### config.mk
export PLATFORM = sky130hd
export DESIGN_NAME = answer_reporter
export DESIGN_NICKNAME = d
export VERILOG_FILES = /design/src/rtl/answer_reporter.sv
export SDC_FILE = /design/constraint.sdc
export NUM_CORES = 1
export LEC_CHECK = 0
export CAP_MARGIN = 20
export CORE_MARGIN = 1.5
export CORE_UTILIZATION = 45
export CTS_CLUSTER_DIAMETER = 200
export DETAILED_ROUTE_END_ITERATION = 8
export GPL_ROUTABILITY_DRIVEN = 0
export PLACE_DENSITY = 0.75
export SYNTH_ARGS = -nofsm -noshare
export SYNTH_HDL_FRONTEND = slang
export SYNTH_SLANG_ARGS = --single-unit
### constraint.sdc
create_clock -name Clk -period 13.32 [get_ports Clk]
set_input_delay 2.664 -clock Clk [delete_from_list [all_inputs] [get_ports Clk]]
set_output_delay 2.664 -clock Clk [all_outputs]
set_load 0.01 [all_outputs]
### src/rtl/answer_reporter.sv
// Reports a solver result over UART 8N1: "ANS <decimal>\r\n" on Done or "ERR\r\n" on Error.
// One message per reset; the binary answer is converted to BCD by a bit-serial double-dabble.
module answer_reporter #(
  parameter int AnswerWidth = 64,
  parameter int ClksPerBit  = 1085
) (
  input  logic                   Clk,
  input  logic                   Rst_n,
  input  logic                   Done,
  input  logic                   Error,
  input  logic [AnswerWidth-1:0] Answer,
  output logic                   Tx,
  output logic                   Busy,
  output logic                   Sent
);

  // ceil(AnswerWidth*log10(2)) using a fixed-point approximation of log10(2)
  localparam int NumDigits = (AnswerWidth * 30103 + 99999) / 100000;
  localparam int BcdW      = 4 * NumDigits;
  localparam int BaudW     = $clog2(ClksPerBit);
  localparam int CntW      = $clog2(AnswerWidth + 1);
  localparam int IdxW      = 8;
  localparam logic [BaudW-1:0] BaudLast = BaudW'(ClksPerBit - 1);
  localparam logic [CntW-1:0]  CntLast  = CntW'(AnswerWidth - 1);

  typedef enum logic [1:0] {IDLE, CONVERT, SEND, FINISHED} state_t;

  state_t                 r_state;
  logic                   r_err;
  logic                   r_active;
  logic [CntW-1:0]        r_cnt;
  logic [BaudW-1:0]       r_baud;
  logic [3:0]             r_bit;
  logic [IdxW-1:0]        r_byte_idx;
  logic [AnswerWidth-1:0] r_shift;
  logic [BcdW-1:0]        r_bcd;

  logic [BcdW-1:0]        w_adj;
  logic [IdxW-1:0]        w_top;
  logic [IdxW-1:0]        w_pos;
  logic [IdxW-1:0]        w_last;
  logic [3:0]             w_nib;
  logic [7:0]             w_byte;

  always_comb begin
    w_adj = r_bcd;
    for (int i = 0; i < NumDigits; i++) begin
      if (r_bcd[4*i +: 4] >= 4'd5) w_adj[4*i +: 4] = r_bcd[4*i +: 4] + 4'd3;
    end
  end

  // Highest nonzero nibble; stays 0 for an all-zero result so a single '0' is sent
  always_comb begin
    w_top = '0;
    for (int i = 0; i < NumDigits; i++) begin
      if (r_bcd[4*i +: 4] != 4'd0) w_top = IdxW'(i);
    end
  end

  always_comb begin
    w_pos = w_top - (r_byte_idx - 8'd4);
    w_nib = '0;
    for (int i = 0; i < NumDigits; i++) begin
      if (IdxW'(i) == w_pos) w_nib = r_bcd[4*i +: 4];
    end
    w_last = r_err ? 8'd4 : (w_top + 8'd6);
    w_byte = 8'h0A;
    if (r_err) begin
      case (r_byte_idx)
        8'd0:    w_byte = 8'h45;
        8'd1:    w_byte = 8'h52;
        8'd2:    w_byte = 8'h52;
        8'd3:    w_byte = 8'h0D;
        default: w_byte = 8'h0A;
      endcase
    end else begin
      case (r_byte_idx)
        8'd0:    w_byte = 8'h41;
        8'd1:    w_byte = 8'h4E;
        8'd2:    w_byte = 8'h53;
        8'd3:    w_byte = 8'h20;
        default: begin
          if (r_byte_idx <= w_top + 8'd4)      w_byte = 8'h30 + {4'h0, w_nib};
          else if (r_byte_idx == w_top + 8'd5) w_byte = 8'h0D;
          else                                 w_byte = 8'h0A;
        end
      endcase
    end
  end

  always_ff @(posedge Clk or negedge Rst_n) begin
    if (!Rst_n) begin
      r_state    <= IDLE;
      r_err      <= 1'b0;
      r_active   <= 1'b0;
      r_cnt      <= '0;
      r_baud     <= '0;
      r_bit      <= '0;
      r_byte_idx <= '0;
      Tx         <= 1'b1;
      Busy       <= 1'b0;
      Sent       <= 1'b0;
    end else begin
      case (r_state)
        IDLE: begin
          if (Error || Done) begin
            r_err      <= Error;
            r_active   <= 1'b0;
            r_byte_idx <= '0;
            r_cnt      <= '0;
            Busy       <= 1'b1;
            r_state    <= Error ? SEND : CONVERT;
          end
        end
        CONVERT: begin
          r_cnt <= r_cnt + 1'b1;
          if (r_cnt == CntLast) r_state <= SEND;
        end
        SEND: begin
          if (!r_active) begin
            r_active <= 1'b1;
            Tx       <= 1'b0;
            r_baud   <= '0;
            r_bit    <= '0;
          end else if (r_baud != BaudLast) begin
            r_baud <= r_baud + 1'b1;
          end else begin
            r_baud <= '0;
            if (r_bit == 4'd9) begin
              if (r_byte_idx == w_last) begin
                r_state  <= FINISHED;
                r_active <= 1'b0;
                Busy     <= 1'b0;
                Sent     <= 1'b1;
              end else begin
                // next start bit follows the stop bit with no idle gap
                r_byte_idx <= r_byte_idx + 1'b1;
                r_bit      <= '0;
                Tx         <= 1'b0;
              end
            end else begin
              r_bit <= r_bit + 1'b1;
              Tx    <= (r_bit == 4'd8) ? 1'b1 : w_byte[r_bit[2:0]];
            end
          end
        end
        FINISHED: Tx <= 1'b1;
      endcase
    end
  end

  always_ff @(posedge Clk) begin
    if (r_state == IDLE && Done && !Error) begin
      r_shift <= Answer;
      r_bcd   <= '0;
    end else if (r_state == CONVERT) begin
      r_bcd   <= {w_adj[BcdW-2:0], r_shift[AnswerWidth-1]};
      r_shift <= {r_shift[AnswerWidth-2:0], 1'b0};
    end
  end

endmodule
# Word level (Yosys, flattened, before mapping)
# Cells that the tools add are included.
[totals]
reg_bits = 181
input_bits = 68
output_inout_bits = 3
word_cells = 257
[op_classes]
n_addsub = 30
n_lt_le_gt_ge = 22
n_eq_ne = 42
mux = 109
n_bitwise = 1
n_reduce_logical = 41
[ops]
columns = ["operator", "n"]
rows = [
  ["8-bit 2-to-1 mux", 25],
  ["4-bit 2-to-1 mux", 43],
  ["64-bit 2-to-1 mux", 2],
  ["4-bit by 3-bit >= comparator with 1-bit output (second input constant)", 20],
  ["4-bit by 2-bit adder with 4-bit output (second input constant)", 19],
  ["4-bit nonzero test", 19],
  ["4-bit by 8-bit == test with 1-bit output (first input constant)", 8],
  ["3-bit by 8-bit == test with 1-bit output (first input constant)", 4],
  ["5-bit by 8-bit == test with 1-bit output (first input constant)", 4],
  ["7-bit case mux with 4 select lines", 1],
  ["8-bit by 3-bit adder with 8-bit output (second input constant)", 3],
  ["11-bit 2-to-1 mux", 2],
  ["7-bit case mux with 3 select lines", 1],
  ["1-bit 2-to-1 mux", 17],
  ["2-bit by 8-bit == test with 1-bit output (first input constant)", 2],
  ["8-bit by 2-bit == test with 1-bit output (second input constant)", 2],
  ["8-bit == test", 2],
  ["8-bit zero test", 2],
  ["2-bit != test (second input constant)", 8],
  ["8-bit case mux with 2 select lines", 1],
  ["2-bit 2-to-1 mux", 7],
  ["7-bit 2-to-1 mux", 2],
  ["7-bit case mux with 2 select lines", 1],
  ["6-bit AND reduction", 2],
  ["other kinds (35)", 48],
]

# Logic depth before layout (Yosys ltp)
[logic_depth]
ltp_word = 53
ltp_mapped = 23
ltp_nobuf = 22

# Worst setup path after synthesis
# Ideal clock, no wire load.
[synth_path]
kind = "input to register"
start = "in Done"
end = "reg r_shift[0] (enable)"
setup_time_ns = 0.574
arrival_time_ns = 7.258
required_time_ns = 12.746
setup_slack_ns = 5.487
cell_stages = 2
n_path_buf = 0
cell_sequence = "nand2_1 > o21ai_0"
[synth_via]
elab_chain_len = 3
[synth_lines]
columns = ["element", "line", "source"]
rows = [
  ["start, declared", "9", "input logic Done,"],
  ["1-bit logical AND (2 in series)", "153", "if (r_state == IDLE && Done && !Error) begin"],
  ["2-bit nonzero test (no source line)", "n/a", ""],
  ["end signal, assigned", "154", "r_shift <= Answer;"],
  ["end signal, assigned", "158", "r_shift <= {r_shift[AnswerWidth-2:0], 1'b0};"],
  ["end, declared", "35", "logic [AnswerWidth-1:0] r_shift;"],
]
# Every way passes these cells.
# A chain may end at the register's enable or synchronous reset.

# Final worst setup path
[layout_path]
start = "reg r_bcd[36]"
end = "reg Tx"
[layout_via]
elab_chain_len = 45
elab_cells_between_ends = 74
classes_between = "add/sub (5); order compare (1); eq/ne (22); mux (43); reduce/logical (3)"
[layout_lines]
columns = ["element", "line", "source"]
rows = [
  ["start, declared", "36", "logic [BcdW-1:0] r_bcd;"],
  ["start signal, assigned", "157", "r_bcd <= {w_adj[BcdW-2:0], r_shift[AnswerWidth-1]};"],
  ["4-bit nonzero test", "56", "if (r_bcd[4*i +: 4] != 4'd0) w_top = IdxW'(i);"],
  ["8-bit 2-to-1 mux (11 in series)", "56", ""],
  ["8-bit subtractor", "61", "w_pos = w_top - (r_byte_idx - 8'd4);"],
  ["8-bit zero test", "64", "if (IdxW'(i) == w_pos) w_nib = r_bcd[4*i +: 4];"],
  ["4-bit 2-to-1 mux (20 in series)", "64", ""],
  ["6-bit by 4-bit adder with 7-bit output", "83", "if (r_byte_idx <= w_top + 8'd4) w_byte = 8'h30 + {4'h0, w_nib};"],
  ["7-bit 2-to-1 mux", "83", ""],
  ["7-bit case mux with 4 select lines", "77", "case (r_byte_idx)"],
  ["8-bit 2-to-1 mux", "68", "if (r_err) begin"],
  ["1-bit binary-select mux with 3-bit select", "143", "Tx <= (r_bit == 4'd8) ? 1'b1 : w_byte[r_bit[2:0]];"],
  ["1-bit 2-to-1 mux (not written as such)", "143", ""],
  ["1-bit 2-to-1 mux", "143", ""],
  ["1-bit 2-to-1 mux", "129", "if (r_bit == 4'd9) begin"],
  ["1-bit 2-to-1 mux", "125", "end else if (r_baud != BaudLast) begin"],
  ["1-bit 2-to-1 mux", "120", "if (!r_active) begin"],
  ["1-bit case mux with 2 select lines", "104", "case (r_state)"],
  ["end signal, assigned", "143", ""],
  ["end, declared", "12", "output logic Tx,"],
]
# Parallel ways exist; a longest one is shown, timed or not. The select of a mux whose other input is x is not followed.

==> out/qor.csv <==
metric,value,unit
Worst R2R Setup Slack,7730,ps
Syn Nets,1398,
Worst R2R Start,r_bcd[36]$_SDFFE_PP0P_,
Tot GR Track Use,0.203,
multiplexer area fraction after synthesis,0.119,
IO Pins,71,
path depth of the worst reg2reg path,19,
"commonest non-fill, non-tap cell in the layout",nor2_1,
Hold Startpoint,Sent$_DFFE_PN0P_,
Initial Utilization,0.460,
clk slew on worst S/H paths,80,ps
First-pass DRT Iterations,5,
Setup CP Type,reg -> reg,
CTS H-Tree Depth,4,
initial antenna violation count,0,
YS warnings,0,
cell mode on critical path,ha_1,
Critical Path Start Type,flip-flop,
setup TNS,0,ps
setup violators final,0,
Synth async-reset ratio,0.204,
routed vias/inst,5.65,
routing usage on met3,0.0607,
hold buffer count at cts,0,
WHS,478,ps
hold path endpoint,Sent$_DFFE_PN0P_,
Resize count post-CTS,0,
Synth Area in Simple Gates,0.176,
Synth Register Bits,181,
Skew-Pair Late Insertion Delay,450,ps
register area share after synthesis,0.383,
Port Buffers,70,
maxcap violations,0,
met2 Use GR,0.320,
Slew @ Worst Pin,994,ps
Worst slew margin,0.337,
most frequent cells in the layout,"nor2_1 (124), a21oi_1 (107), o21ai_0 (94)",
first-pass GRT wire length,43900,µm
unique cell type count in the Yosys netlist,83,
Critical R2R Capture,Tx$_DFFE_PN1P_,
Final Max Slew Viols,0,
final setup skew,14.6,ps
"Cell Chain, Critical Path","inv_1, ha_1, or3b_2, nor2_1, o211ai_1, o21ba_2, o21ai_0, ha_1, ha_1, fa_1, inv_1, a311oi_1, o21ai_0, a22oi_1, nor4_1, a211oi_1, a2111oi_0, or4_1, o311a_1",
Remaining DRCs,0,
CTS buffer count,17,
vias,9246,
GRT overflow,0,
Worst Setup End Kind,flip-flop,
Layout area overhead,14.1,%
Tmin final,5590,ps
fmax,179,MHz
vias in the first global route,8960,
post-synthesis xor/xnor area fraction,0.0438,
post-CTS setup repair buffer count,0,
wire per inst,15.8,µm
"EDFF count, synth",64,
critical-path maximum fanout,13,
Critical Path Max Stage Delay,830,ps
syn avg cell area,9.33,µm²
DPL Wire Length,18000,µm
compound-cell area share of the yosys netlist,0.147,
Detail Route Antenna Nets,0,
CP Data Required Time,13700,ps
mapped cell area,0.0116,mm²
Final Hold Viols,0,
Cells on Worst Hold Path,1,
antenna cell count,0,
# clock sinks,181,
row count,58,
Synth Flop Type,dfxtp_1,
Critical-path top delay cell,fa_1,
layout cells sized above 1,0.119,
final net count,1446,
status,"complete, no violations",
Clock Path Buffers,2,
Synth Area in Adders,0.0923,
final worst path period share,0.420,
die area,0.0268,mm²
core area,0.0253,mm²
Die X,164,µm
CTS tree,done,
largest family of logic cells by synthesized area,simple AND/OR/NAND/NOR gates,
DIE HEIGHT,164,µm
Total Wirelength,25800,µm
largest net degree at the start of global routing,92,
root buf cell,clkbuf_16,
gr busiest metal,met2,
Syn Inst Count,1245,
Min-Delay Path Class,reg -> reg,
Worst EP arrival,5970,ps
GR Util met1,0.268,
initial DRC count,536,
RSZ-0062 raised after global routing,no,
==> per-stage QoR <==
stage	std cells	setup WS, ps	instance area, µm²	util
CTS	1636	7790	13200	0.525
global placement	1604	7700	12600	0.499
global route	1636	7300	13200	0.525
floorplan	1245	5490	11600	-
finish	1636	7730	13200	0.525
detailed placement	1604	7700	12600	0.499
==> layout make-up <==
type | count | area (µm²)
clock buffers | 17 | 425
clock inverters | 15 | 210
fillers | 2276 | 12000
inverters | 68 | 255
multi-input cells | 948 | 6740
flip-flops and latches | 181 | 4450
well taps | 330 | 413
repair buffers | 77 | 748
==> cell usage after synthesis (3+ instances only) <==
library cell / count / area share
a211oi_1: 7 / 0.0045
a21o_1: 4 / 0.0026
a21oi_1: 107 / 0.046
a22o_1: 4 / 0.0030
a31oi_1: 5 / 0.0027
a32o_1: 3 / 0.0026
and2_1: 5 / 0.0027
and3_1: 4 / 0.0022
buf_1: 6 / 0.0019
clkbuf_1: 41 / 0.013
dfrtp_1: 36 / 0.078
dfxtp_1: 80 / 0.14
edfxtp_1: 64 / 0.17
ha_1: 84 / 0.091
inv_1: 65 / 0.021
mux2_2: 66 / 0.064
mux2i_1: 35 / 0.030
mux4_2: 13 / 0.025
nand2_1: 89 / 0.029
nand2b_1: 27 / 0.015
nand3_1: 45 / 0.019
nand4_1: 13 / 0.0070
nor2_1: 125 / 0.040
nor2b_1: 6 / 0.0032
nor3_1: 34 / 0.015
nor3b_1: 10 / 0.0065
nor3b_2: 8 / 0.0086
nor4_1: 11 / 0.0059
o2111ai_1: 3 / 0.0023
o211a_1: 4 / 0.0034
o211ai_1: 7 / 0.0045
o21ai_0: 95 / 0.041
o22ai_1: 5 / 0.0027
o31ai_1: 4 / 0.0026
or2_2: 3 / 0.0016
or3_1: 8 / 0.0043
or3b_1: 4 / 0.0030
or3b_2: 3 / 0.0023
xnor2_1: 26 / 0.020
xor2_1: 32 / 0.024
==> logic make-up after synthesis <==
logic type / Yosys count
AND/OR/NAND/NOR: 409
AO/OA/AOI/OAI: 281
flip-flops: 181
buffers and inverters: 116
multiplexers: 114
adder cells (fa/ha/maj): 85
XOR/XNOR: 58
other: 1
==> critical path, delay by kind of cell, from the launching register on <==
family / cells / cell delay, ps
adder cells (fa/ha/maj): 4 / 1690
buffers and inverters: 2 / 320
AND/OR/NAND/NOR: 4 / 1180
AO/OA/AOI/OAI: 9 / 1980
flip-flops: 1 / 340
==> sequential cells by signal, indices dropped and copies added (netlist names) <==
register    flops
r_bcd          80
Tx              1
r_baud         11
r_state         2
Sent            1
Busy            1
r_active        1
r_shift        64
r_bit           4
r_cnt           7
r_err           1
r_byte_idx      8
==> how the worst max path moves through the flow <==
stage / startpoint / endpoint / slack [ps] / cells after the start
final: r_bcd[36]$_SDFFE_PP0P_ / Tx$_DFFE_PN1P_ / 7730 / 19
after global routing: r_bcd[36]$_SDFFE_PP0P_ / Tx$_DFFE_PN1P_ / 7300 / 19
after CTS: r_bcd[36]$_SDFFE_PP0P_ / Tx$_DFFE_PN1P_ / 7790 / 20
after detailed placement: Done / r_shift[57]$_DFFE_PP_ / 7700 / 6
after global placement: Done / r_shift[63]$_DFFE_PP_ / 7700 / 6
after floorplan: Done / r_shift[0]$_SDFFCE_PN0P_ / 5490 / 2
==> per-layer routing <==
layer / up-vias / wire, µm
met5: - / 0
met1: 4394 / 11800
met2: 245 / 11700
met3: 41 / 1850
met4: 0 / 432
li1: 4566 / -
Power is left out: the tool's default activity adds up to more than one toggle a clock period on the data nets, which glitch-free logic cannot reach.
